**src/rtl/stage_sequencer.sv**
```systemverilog
// Multi-cycle instruction stage sequencer: IF -> ID -> EX -> (MEM) -> WB with
// handshake stalls, a HALT stop state and a saturating retired-instruction count.
module stage_sequencer #(
   parameter int CNT_W = 16
) (
   input  logic             clk,
   input  logic             rst_n,
   input  logic             start,
   input  logic             imem_rdy,
   input  logic             is_halt,
   input  logic             is_mem,
   input  logic             dmem_ack,
   output logic [4:0]       stat,
   output logic             dmem_req,
   output logic             pc_we,
   output logic             busy,
   output logic             done,
   output logic [CNT_W-1:0] retire_cnt
);

   typedef enum logic [2:0] {
      S_IDLE,
      S_IF,
      S_ID,
      S_EX,
      S_MEM,
      S_WB,
      S_HALT
   } state_t;

   state_t state;
   state_t state_nx;

   localparam logic [CNT_W-1:0] CNT_ONE = {{(CNT_W-1){1'b0}}, 1'b1};

   function automatic logic [4:0] stat_of(input state_t s);
      case (s)
         S_IF:    stat_of = 5'b00001;
         S_ID:    stat_of = 5'b00010;
         S_EX:    stat_of = 5'b00100;
         S_MEM:   stat_of = 5'b01000;
         S_WB:    stat_of = 5'b10000;
         default: stat_of = 5'b00000;
      endcase
   endfunction

   // Each handshake input is only looked at in the one state that owns it.
   always_comb begin
      state_nx = state;
      case (state)
         S_IDLE:  if (start)    state_nx = S_IF;
         S_IF:    if (imem_rdy) state_nx = S_ID;
         S_ID:    state_nx = is_halt ? S_HALT : S_EX;
         S_EX:    state_nx = is_mem ? S_MEM : S_WB;
         S_MEM:   if (dmem_ack) state_nx = S_WB;
         S_WB:    state_nx = S_IF;
         S_HALT:  if (start)    state_nx = S_IF;
         default: state_nx = S_IDLE;
      endcase
   end

   // Outputs are registered from the next state so they line up with the state register.
   always_ff @(posedge clk) begin
      if (!rst_n) begin
         state      <= S_IDLE;
         stat       <= 5'b00000;
         dmem_req   <= 1'b0;
         pc_we      <= 1'b0;
         busy       <= 1'b0;
         done       <= 1'b0;
         retire_cnt <= '0;
      end else begin
         state    <= state_nx;
         stat     <= stat_of(state_nx);
         dmem_req <= (state_nx == S_MEM);
         pc_we    <= (state_nx == S_WB);
         busy     <= (state_nx != S_IDLE) && (state_nx != S_HALT);
         done     <= (state_nx == S_HALT);
         if ((state == S_IDLE || state == S_HALT) && start)
            retire_cnt <= '0;
         else if (state == S_WB && retire_cnt != {CNT_W{1'b1}})
            retire_cnt <= retire_cnt + CNT_ONE;
      end
   end

endmodule
```
**config.mk**
```make
export PLATFORM = sky130hd
export DESIGN_NAME = stage_sequencer
export DESIGN_NICKNAME = d
export VERILOG_FILES = /design/src/rtl/stage_sequencer.sv
export SDC_FILE = /design/constraint.sdc
export NUM_CORES = 1
export LEC_CHECK = 0
export ABC_AREA = 1
export CAP_MARGIN = 10
export CORE_UTILIZATION = 49
export CTS_BUF_LIST = sky130_fd_sc_hd__clkbuf_16
export CTS_CLUSTER_SIZE = 30
export DETAILED_ROUTE_END_ITERATION = 10
export MAX_ROUTING_LAYER = met4
export PLACE_DENSITY = 0.9
export SLEW_MARGIN = 25
export SYNTH_ARGS = -nofsm -noshare
export SYNTH_HDL_FRONTEND = slang
export SYNTH_SLANG_ARGS = --single-unit
export TNS_END_PERCENT = 20
```
**constraint.sdc**
```tcl
create_clock -name clk -period 1.74 [get_ports clk]
set_clock_uncertainty 0.1 [all_clocks]
set_input_delay 0.174 -clock clk [delete_from_list [all_inputs] [get_ports clk]]
set_output_delay 0.174 -clock clk [all_outputs]
set_load 0.005 [all_outputs]
```
==> results_dict.tcl, run 1 <==
set metrics [dict create \
    ys_seq_area_share_pct 38.7 \
    worstPathArrival_ns 1.71 \
    grtUsageTotal_pct 23.1 \
    grt_start_max_net_pins 18 \
    cts_buffers 3 \
    n_fill_cell 203 \
    antenna_found_initial 0 \
    relSlewSlack_pct 79.4 \
    gp_congestion 0.854 \
    clk_path_buf_depth 2 \
    die_x_microns 55.4 \
    rsz0062_at_grt "no" \
    synth_area_per_cell_sq_um 6.71 \
    vdd_drop_max_v 0.00130 \
    final_cell_mix "nand2_1, nor2_1, clkdlybuf4s50_1" \
    rr_endpoint "retire_cnt[13]$_SDFFE_PP0P_" \
    syn_nets 216 \
    rr_startpoint "retire_cnt[0]$_SDFFE_PP0P_" \
    port_buffers 31 \
    cts_setup_buffers 0 \
    syn_area_sq_mm 0.00140 \
    grt_pass1_wl_mm 5.54 \
    layout_commonest_cell "nand2_1" \
    clk_latency_ns 0.26 \
    finalHoldViolCount 0 \
    area_delta_synth_final_pct 33.5 \
    critPathKind "reg -> reg" \
    reg2reg_setup_slack_ns 0.09 \
    status "complete, no violations" \
    clockPowerShare_pct 40.5 \
    power_density_mw_per_mm2 726 \
    max_cap_violations 0 \
    boundaryPins 32 \
    initial_utilization_pct 53.9 \
    fin_setup_tns_ns 0 \
    leakagePower_nw 0.692 \
    wl_per_cell_microns 12.0 \
    startpoint_type "flip-flop" \
    first_global_vias 1317 \
    hold_depth 3 \
    die_area_sq_mm 0.00307 \
    worst_pin_slew_ns 0.307 \
    die_y_microns 55.4 \
    min_to "busy$_SDFF_PN0_" \
    ys_seq_elements 27 \
    cts-htree-levels 1 \
    cell_internal_pwr_mw 1.02 \
    pwr-share-seq_pct 48.1 \
    p_comb_share_pct 11.4 \
    p_sw_share_pct 24.4 \
    clkSinkCount 27 \
    cts_root_buf "clkbuf_16" \
    cp-end-kind "flip-flop" \
    ys_types 23 \
    drt_wl_total_mm 3.34 \
    routed_via_density 5.14 \
    route.vias.total 1424 \
    grt_overflow 0 \
    finalSetupViolations 0 \
    dp_hpwl_mm 2.34 \
    fin_crit_ns 1.65 \
    clkTransAtPathRegs_ns 0.07 \
    hp-start "rst_n" \
    cts_tree "built" \
    synthCells 208 \
    power_mw 1.35 \
    ys_warn_count 0 \
    post_route_cells_drive_above_1_share_pct 13.8 \
    drt-pass1-iter-count 5 \
    num_antenna_cells 0 \
    cp.required_ns 1.80 \
    ant_nets 0 \
    drt_iter0_markers 48 \
    cts-resized-gates 0 \
    hold_buffers 0 \
    core-area_sq_mm 0.00259 \
    row_count 18 \
    max_freq_ghz 0.607 \
    drv_slew 0 \
    finalCritPeriodShare_pct 94.6 \
    holdCritPathClass "in -> reg" \
    power.switching_mw 0.331 \
    drc 0 \
    r2r_cells 9 \
    path_max_fanout 8 \
    layout.nets 256 \
]
## worst max-delay path by stage
stage	start	end	slack (ns)	depth (start not counted)
6_report	retire_cnt[0]$_SDFFE_PP0P_	retire_cnt[13]$_SDFFE_PP0P_	0.09	9
5_1_grt	retire_cnt[0]$_SDFFE_PP0P_	retire_cnt[13]$_SDFFE_PP0P_	0.009	9
2_1_floorplan	retire_cnt[0]$_SDFFE_PP0P_	retire_cnt[14]$_SDFFE_PP0P_	0.22	9
3_5_place_dp	retire_cnt[0]$_SDFFE_PP0P_	retire_cnt[13]$_SDFFE_PP0P_	0.09	9
4_1_cts	retire_cnt[0]$_SDFFE_PP0P_	retire_cnt[13]$_SDFFE_PP0P_	0.05	9
3_3_place_gp	retire_cnt[0]$_SDFFE_PP0P_	retire_cnt[15]$_SDFFE_PP0P_	0.16	9
## per-layer routing
layer | share of wire, % | global-route usage (%) | vias to the layer above
met5 | 0 | - | -
met4 | 1.4 | 7.50 | 0
met3 | 5.4 | 5.85 | 7
met2 | 47 | 37.5 | 56
met1 | 46 | 28.0 | 630
li1 | - | - | 731
## synth_stat cells
cell type | n | share of area (%)
a21oi_1 | 8 | 2.9
a21oi_2 | 5 | 3.1
nor3_1 | 1 | 0.36
nor3_2 | 1 | 0.72
buf_2 | 1 | 0.36
o21ai_1 | 1 | 0.36
nand2_1 | 62 | 17
ha_1 | 1 | 0.90
buf_4 | 2 | 1.1
inv_2 | 4 | 1.1
nand2_2 | 3 | 1.3
nor2_1 | 39 | 10
nand4_1 | 5 | 2.2
nor2_2 | 3 | 1.3
o21ai_0 | 7 | 2.5
nand3b_1 | 1 | 0.54
xnor2_1 | 2 | 1.3
xor2_1 | 4 | 2.5
nand3_1 | 12 | 4.3
inv_1 | 15 | 4.0
nor2_4 | 3 | 2.4
dfxtp_1 | 27 | 39
buf_6 | 1 | 0.81
## registers in the layout, indices dropped and copies added, names as in the netlist
register	count
dmem_req	1
stat	5
state	3
busy	1
retire_cnt	16
done	1
## kinds of logic after synthesis
kind of cell | synth area share (%)
AOI/OAI and AO/OA | 8.87
xor gates and xnor gates | 3.76
adders and majority gates | 0.896
buffers and inverters | 7.35
DFF | 38.7
and+or+nand+nor | 40.4
## power groups by stage
stage	sequential [mW]	combinational, mW	clock (mW)
after global routing	0.654	0.170	0.580
after detailed placement	0.666	0.151	0
final	0.652	0.154	0.548
after floorplan	0.666	0.0889	0
after global placement	0.667	0.150	0
after CTS	0.652	0.153	0.553
## metrics by stage
stage	setup slack (ns)	area (sq um)	instances	hold WS [ns]	util, %
6_report	0.0932	1860	277	0.419	72.0
3_5_place_dp	0.0869	1770	273	0.411	68.5
3_3_place_gp	0.157	1770	273	0.400	68.5
4_1_cts	0.0503	1860	277	0.417	71.7
2_1_floorplan	0.224	1400	208	0.196	-
5_1_grt	0.00943	1860	277	0.458	72.0
## worst max-delay path, cell delays in order (launching register included)
cell	delay, ns
dfxtp_4	0.37
ha_2	0.19
inv_1	0.08
nor2_4	0.14
nand2_2	0.09
nor2_4	0.14
nor2_4	0.07
buf_4	0.15
a21oi_1	0.15
nor2_1	0.06
## area by class of cell
cell class	count	area [sq um]	area share, %
Timing Repair Buffer	39	370	19.9
Tap cell	30	37.5	2.01
Sequential cell	27	546	29.3
Clock buffer	3	75.1	4.03
Multi-Input combinational cell	158	756	40.5
Inverter	19	71.3	3.83
Clock inverter	1	8.76	0.470
No activity file was read; power rests on OpenSTA's default activity.
==> inputs of run 2 (changes only) <==
--- a/config.mk
+++ b/config.mk
@@ -7,12 +7,12 @@
 export LEC_CHECK = 0
 export ABC_AREA = 1
 export CAP_MARGIN = 10
-export CORE_UTILIZATION = 49
-export CTS_BUF_LIST = sky130_fd_sc_hd__clkbuf_16
+export CORE_UTILIZATION = 51
+export CTS_BUF_LIST = sky130_fd_sc_hd__clkbuf_4
 export CTS_CLUSTER_SIZE = 30
 export DETAILED_ROUTE_END_ITERATION = 10
 export MAX_ROUTING_LAYER = met4
-export PLACE_DENSITY = 0.9
+export PLACE_DENSITY = 0.93
 export SLEW_MARGIN = 25
 export SYNTH_ARGS = -nofsm -noshare
 export SYNTH_HDL_FRONTEND = slang
==> run 2 against run 1 <==
  * Non-clock buffer count shrank 2
  * Hold slack got worse by 0.056 ns
  * Clock power decreased by 47%
  * Sequential power about the same
  * Sequential share of layout area rose by 0.86 points
==> results_dict.tcl, run 2 (synthesized netlist as in run 1, its figures left out) <==
set metrics [dict create \
    status "complete, no violations" \
    clk_path_buf_depth 2 \
    worstPathArrival_ns 1.78 \
    utilization_pct 71.5 \
    route.vias.total 1413 \
    finalCritPeriodShare_pct 94.8 \
    port_buffers 31 \
    die_area_sq_mm 0.00295 \
    finalInstanceArea_sq_mm 0.00180 \
    register_area_sq_um 543 \
    finalHoldViolCount 0 \
    routed_via_density 5.12 \
    largest_register_ffs 16 \
    multi_input_area_sq_um 762 \
    startpoint_type "flip-flop" \
    clkSinkCount 27 \
    critPathKind "reg -> reg" \
    worst_pin_slew_ns 0.279 \
    grtUsageTotal_pct 23.7 \
    gp_congestion 0.834 \
    hold_ws_ns 0.363 \
    num_antenna_cells 0 \
    holdCritPathClass "in -> reg" \
    antenna_found_initial 0 \
    path_max_fanout 5 \
    cts_buffers 3 \
    die_x_microns 54.3 \
    worst-path-buf-inv 2 \
    core-area_sq_mm 0.00252 \
    cts-htree-levels 1 \
    fin_cells 276 \
    row_count 18 \
    relSlewSlack_pct 81.3 \
    drt_iter0_markers 52 \
    slowest_stage "dfxtp_2" \
    max_freq_ghz 0.606 \
    leakagePower_nw 0.667 \
    rsz0062_at_grt "no" \
    area_delta_synth_final_pct 29.1 \
    max_cap_violations 0 \
    layout_commonest_cell "nand2_1" \
    cp.required_ns 1.87 \
    cp_common_cell "nor2_4" \
    boundaryPins 32 \
    grt_start_max_net_pins 18 \
    grt_pass1_wl_mm 4.98 \
    drv_slew 0 \
    drt-pass1-iter-count 5 \
    die_y_microns 54.3 \
    drt_wl_total_mm 3.08 \
    detailed_place.area_sq_mm 0.00176 \
    wl_per_cell_microns 11.2 \
    top_regs "retire_cnt (16), stat (5), state (3)" \
    layout.nets 255 \
    fin_setup_tns_ns 0 \
    finalSetupViolations 0 \
    clk_latency_ns 0.33 \
    final_cell_mix "nand2_1, nor2_1, clkdlybuf4s50_1" \
    cts_root_buf "clkbuf_4" \
    dp_hpwl_mm 2.35 \
    vdd_drop_max_v 0.000744 \
    cp_top_family "simple AND/OR/NAND/NOR gates" \
    cp-end-kind "flip-flop" \
    fin_crit_ns 1.65 \
    clkTransAtPathRegs_ns 0.16 \
    grt_overflow 0 \
    first_global_vias 1232 \
    max_stage_delay_ns 0.39 \
    initial_utilization_pct 55.4 \
    power_density_mw_per_mm2 610 \
    top_register "retire_cnt" \
    hold_buffers 0 \
    cts_tree "built" \
    dp.cells 271 \
    crit_chain "ha_1 > inv_1 > nor2_4 > nand2_2 > nor2_4 > nor2_4 > buf_4 > nand2_1 > a21oi_2" \
    post_route_cells_drive_above_1_share_pct 13.4 \
    ant_nets 0 \
    n_fill_cell 200 \
    drc 0 \
]
run 2: cell count changes in the layout (fill, tap and decap cells not counted), sizes merged:
cell / previous run / this run
nor2: 45 / 46
buf: 8 / 6
run 2: through the flow:
step | setup slack (ns) | power [mW]
floorplan | 0.224 | 0.755
global placement | 0.120 | 0.817
detailed placement | 0.0790 | 0.819
CTS | 0.0453 | 1.11
global route | 0.00737 | 1.16
finish | 0.0911 | 1.10
run 2: metal layers:
layer	global-route usage (%)	wire length, microns
met5	-	0
met4	6.84	27
met3	5.28	153
met2	41.3	1520
met1	27.0	1380
run 2: area by class of cell:
type                            count  share of cell area (%)
Inverter                           19                    4.09
Clock buffer                        3                    1.25
Tap cell                           30                    2.08
Timing Repair Buffer               37                    19.7
Multi-Input combinational cell    159                    42.3
Sequential cell                    27                    30.1
Clock inverter                      1                   0.486
run 2: what timing repair did:
action	CTS	global route
setup endpoints to repair	0	10
buffers inserted	0	0
resized for setup	0	4
run 2: path summary, 6_finish.rpt:
check / slack, ns / startpoint / to / depth (start not counted)
hold reg to reg: 0.43 / retire_cnt[8]$_SDFFE_PP0P_ / retire_cnt[8]$_SDFFE_PP0P_ / 2
hold / removal: 0.36 / rst_n / busy$_SDFF_PN0_ / 3
setup reg to reg: 0.09 / retire_cnt[0]$_SDFFE_PP0P_ / retire_cnt[14]$_SDFFE_PP0P_ / 9
setup / recovery: 0.09 / retire_cnt[0]$_SDFFE_PP0P_ / retire_cnt[14]$_SDFFE_PP0P_ / 9
run 2: tightest hold or removal path, cell delays in order:
cell and delay, ns:
clkdlybuf4s50_1 0.47, nand2_1 0.10, nor2_1 0.03
run 2: report_power, final:
| part | switching (mW) | internal, mW | total, mW | leakage [nW] |
|---|---|---|---|---|
| clock network | 0.199 | 0.0939 | 0.293 | 0.0183 |
| logic | 0.0860 | 0.0675 | 0.154 | 0.429 |
| registers | 0.0146 | 0.639 | 0.654 | 0.219 |
| total | 0.299 | 0.801 | 1.10 | 0.667 |
==> inputs of run 3 (changes only) <==
--- a/config.mk
+++ b/config.mk
@@ -7,6 +7,7 @@
 export LEC_CHECK = 0
 export ABC_AREA = 1
 export CAP_MARGIN = 10
+export CORE_MARGIN = 2
 export CORE_UTILIZATION = 51
 export CTS_BUF_LIST = sky130_fd_sc_hd__clkbuf_4
 export CTS_CLUSTER_SIZE = 30
==> run 3 against run 2 <==
  * Final area up 1.8%
  * Sequential share of layout area decreased by 0.40 points
  * Wire length increased by 3.9%
  * Critical endpoint is now retire_cnt[3]
==> results_dict.tcl, run 3 (synthesized netlist as in run 1, its figures left out) <==
set metrics [dict create \
    cp-end-kind "primary output" \
    drt-pass1-iter-count 4 \
    pre_cts_slack_ns 0.0955 \
    cp_top_family "buffers and inverters" \
    final_cell_mix "nand2_1, nor2_1, clkdlybuf4s50_1" \
    layout_commonest_cell "nand2_1" \
    cts_root_buf "clkbuf_4" \
    dp_hpwl_mm 2.39 \
    port_buffers 31 \
    top_regs "retire_cnt (16), stat (5), state (3)" \
    clkTransAtPathRegs_ns 0.16 \
    routed_via_density 5.21 \
    initial_utilization_pct 54.9 \
    path_max_fanout 6 \
    finalCritPeriodShare_pct 94.9 \
    antenna_found_initial 0 \
    layout.nets 259 \
    first_global_vias 1225 \
    critPathKind "reg -> out" \
    hold_buffers 0 \
    clk_latency_ns 0.34 \
    grtUsageTotal_pct 20.0 \
    worst_slack_ns 0.0884 \
    status "complete, no violations" \
    drt_iter0_markers 56 \
    cts_tree "built" \
    power_density_mw_per_mm2 603 \
    leakagePower_nw 0.686 \
    grt_pass1_wl_mm 5.03 \
    largest_register_ffs 16 \
    rsz0062_at_grt "no" \
    finalSetupViolations 0 \
    die_y_microns 56.3 \
    utilization_pct 72.1 \
    route.vias.total 1460 \
    die_x_microns 56.3 \
    gp_congestion 0.934 \
    cts-htree-levels 1 \
    grt_start_max_net_pins 18 \
    top_register "retire_cnt" \
    num_antenna_cells 0 \
    area_delta_synth_final_pct 31.5 \
    detailed_place.area_sq_mm 0.00177 \
    boundaryPins 32 \
    power_mw 1.11 \
    die_area_sq_mm 0.00317 \
    max_freq_ghz 0.605 \
    drt_wl_total_mm 3.20 \
    max_cap_violations 0 \
    slowest_stage "clkdlybuf4s50_1" \
    worstPathArrival_ns 1.38 \
    holdCritPathClass "in -> reg" \
    fin_setup_tns_ns 0 \
    ant_nets 0 \
    core-area_sq_mm 0.00254 \
    cp.required_ns 1.47 \
    fin_crit_ns 1.65 \
    drv_slew 0 \
    cts_buffers 3 \
    finalInstanceArea_sq_mm 0.00184 \
    grt_overflow 0 \
    worst_pin_slew_ns 0.269 \
    relSlewSlack_pct 82.0 \
    row_count 18 \
    finalHoldViolCount 0 \
    clk_path_buf_depth 2 \
    clkSinkCount 27 \
    max_stage_delay_ns 0.55 \
    post_route_cells_drive_above_1_share_pct 14.8 \
    vdd_drop_max_v 0.000761 \
    worst-path-buf-inv 1 \
    drc 0 \
    crit_chain "clkdlybuf4s50_1" \
    startpoint_type "flip-flop" \
    wl_per_cell_microns 11.4 \
]
[run 3: cell count changes in the layout (fill, tap and decap cells not counted), sizes merged]
cell  previous run  this run
buf              6        10
[run 3: power breakdown]
part | leakage (nW) | switching, mW | internal [mW] | total [mW]
registers | 0.220 | 0.0153 | 0.638 | 0.653
logic | 0.448 | 0.0860 | 0.0690 | 0.155
clock network | 0.0183 | 0.205 | 0.0941 | 0.299
[run 3: area by class of cell]
class	instances	area, sq um
clock inverters	1	8.76
repair buffers	41	385
clock buffers	3	22.5
multi-input cells	159	762
flip-flops and latches	27	546
inverters	19	73.8
well taps	30	37.5
fillers	195	709
[run 3: metrics by stage]
| stage | hold WS (ns) | std cells |
|---|---|---|
| after floorplan | 0.196 | 208 |
| after global placement | 0.399 | 272 |
| after detailed placement | 0.412 | 272 |
| after CTS | 0.328 | 276 |
| after global routing | 0.344 | 280 |
| final | 0.331 | 280 |
[run 3: worst reg2reg max path, cell delays in order, from the launching register on]
cell     delay [ns]
dfxtp_2        0.39
ha_2           0.20
inv_1          0.08
nor2_4         0.13
nand2_2        0.09
nor2_4         0.13
nor2_2         0.09
buf_4          0.14
o21ai_0        0.16
nor2_1         0.05
[run 3: repair_timing]
action	4_1_cts	5_1_grt
setup endpoints to repair	0	12
buffers inserted	0	3
resized for setup	0	5
[run 3: path summary, 6_finish.rpt]
check | startpoint | endpoint | slack [ns] | cells after the start
setup / recovery | retire_cnt[3]$_SDFFE_PP0P_ | retire_cnt[3] | 0.09 | 1
hold / removal | rst_n | busy$_SDFF_PN0_ | 0.33 | 3
setup reg to reg | retire_cnt[1]$_SDFFE_PP0P_ | retire_cnt[1]$_SDFFE_PP0P_ | 0.09 | 9
hold reg to reg | retire_cnt[4]$_SDFFE_PP0P_ | retire_cnt[4]$_SDFFE_PP0P_ | 0.43 | 2
[run 3: layer usage]
metal  global-route usage [%]  part of all wire [%]
met3                     4.61                   5.3
met1                     23.1                    44
met5                        -                     0
met2                     35.3                    50
met4                     4.42                  0.59
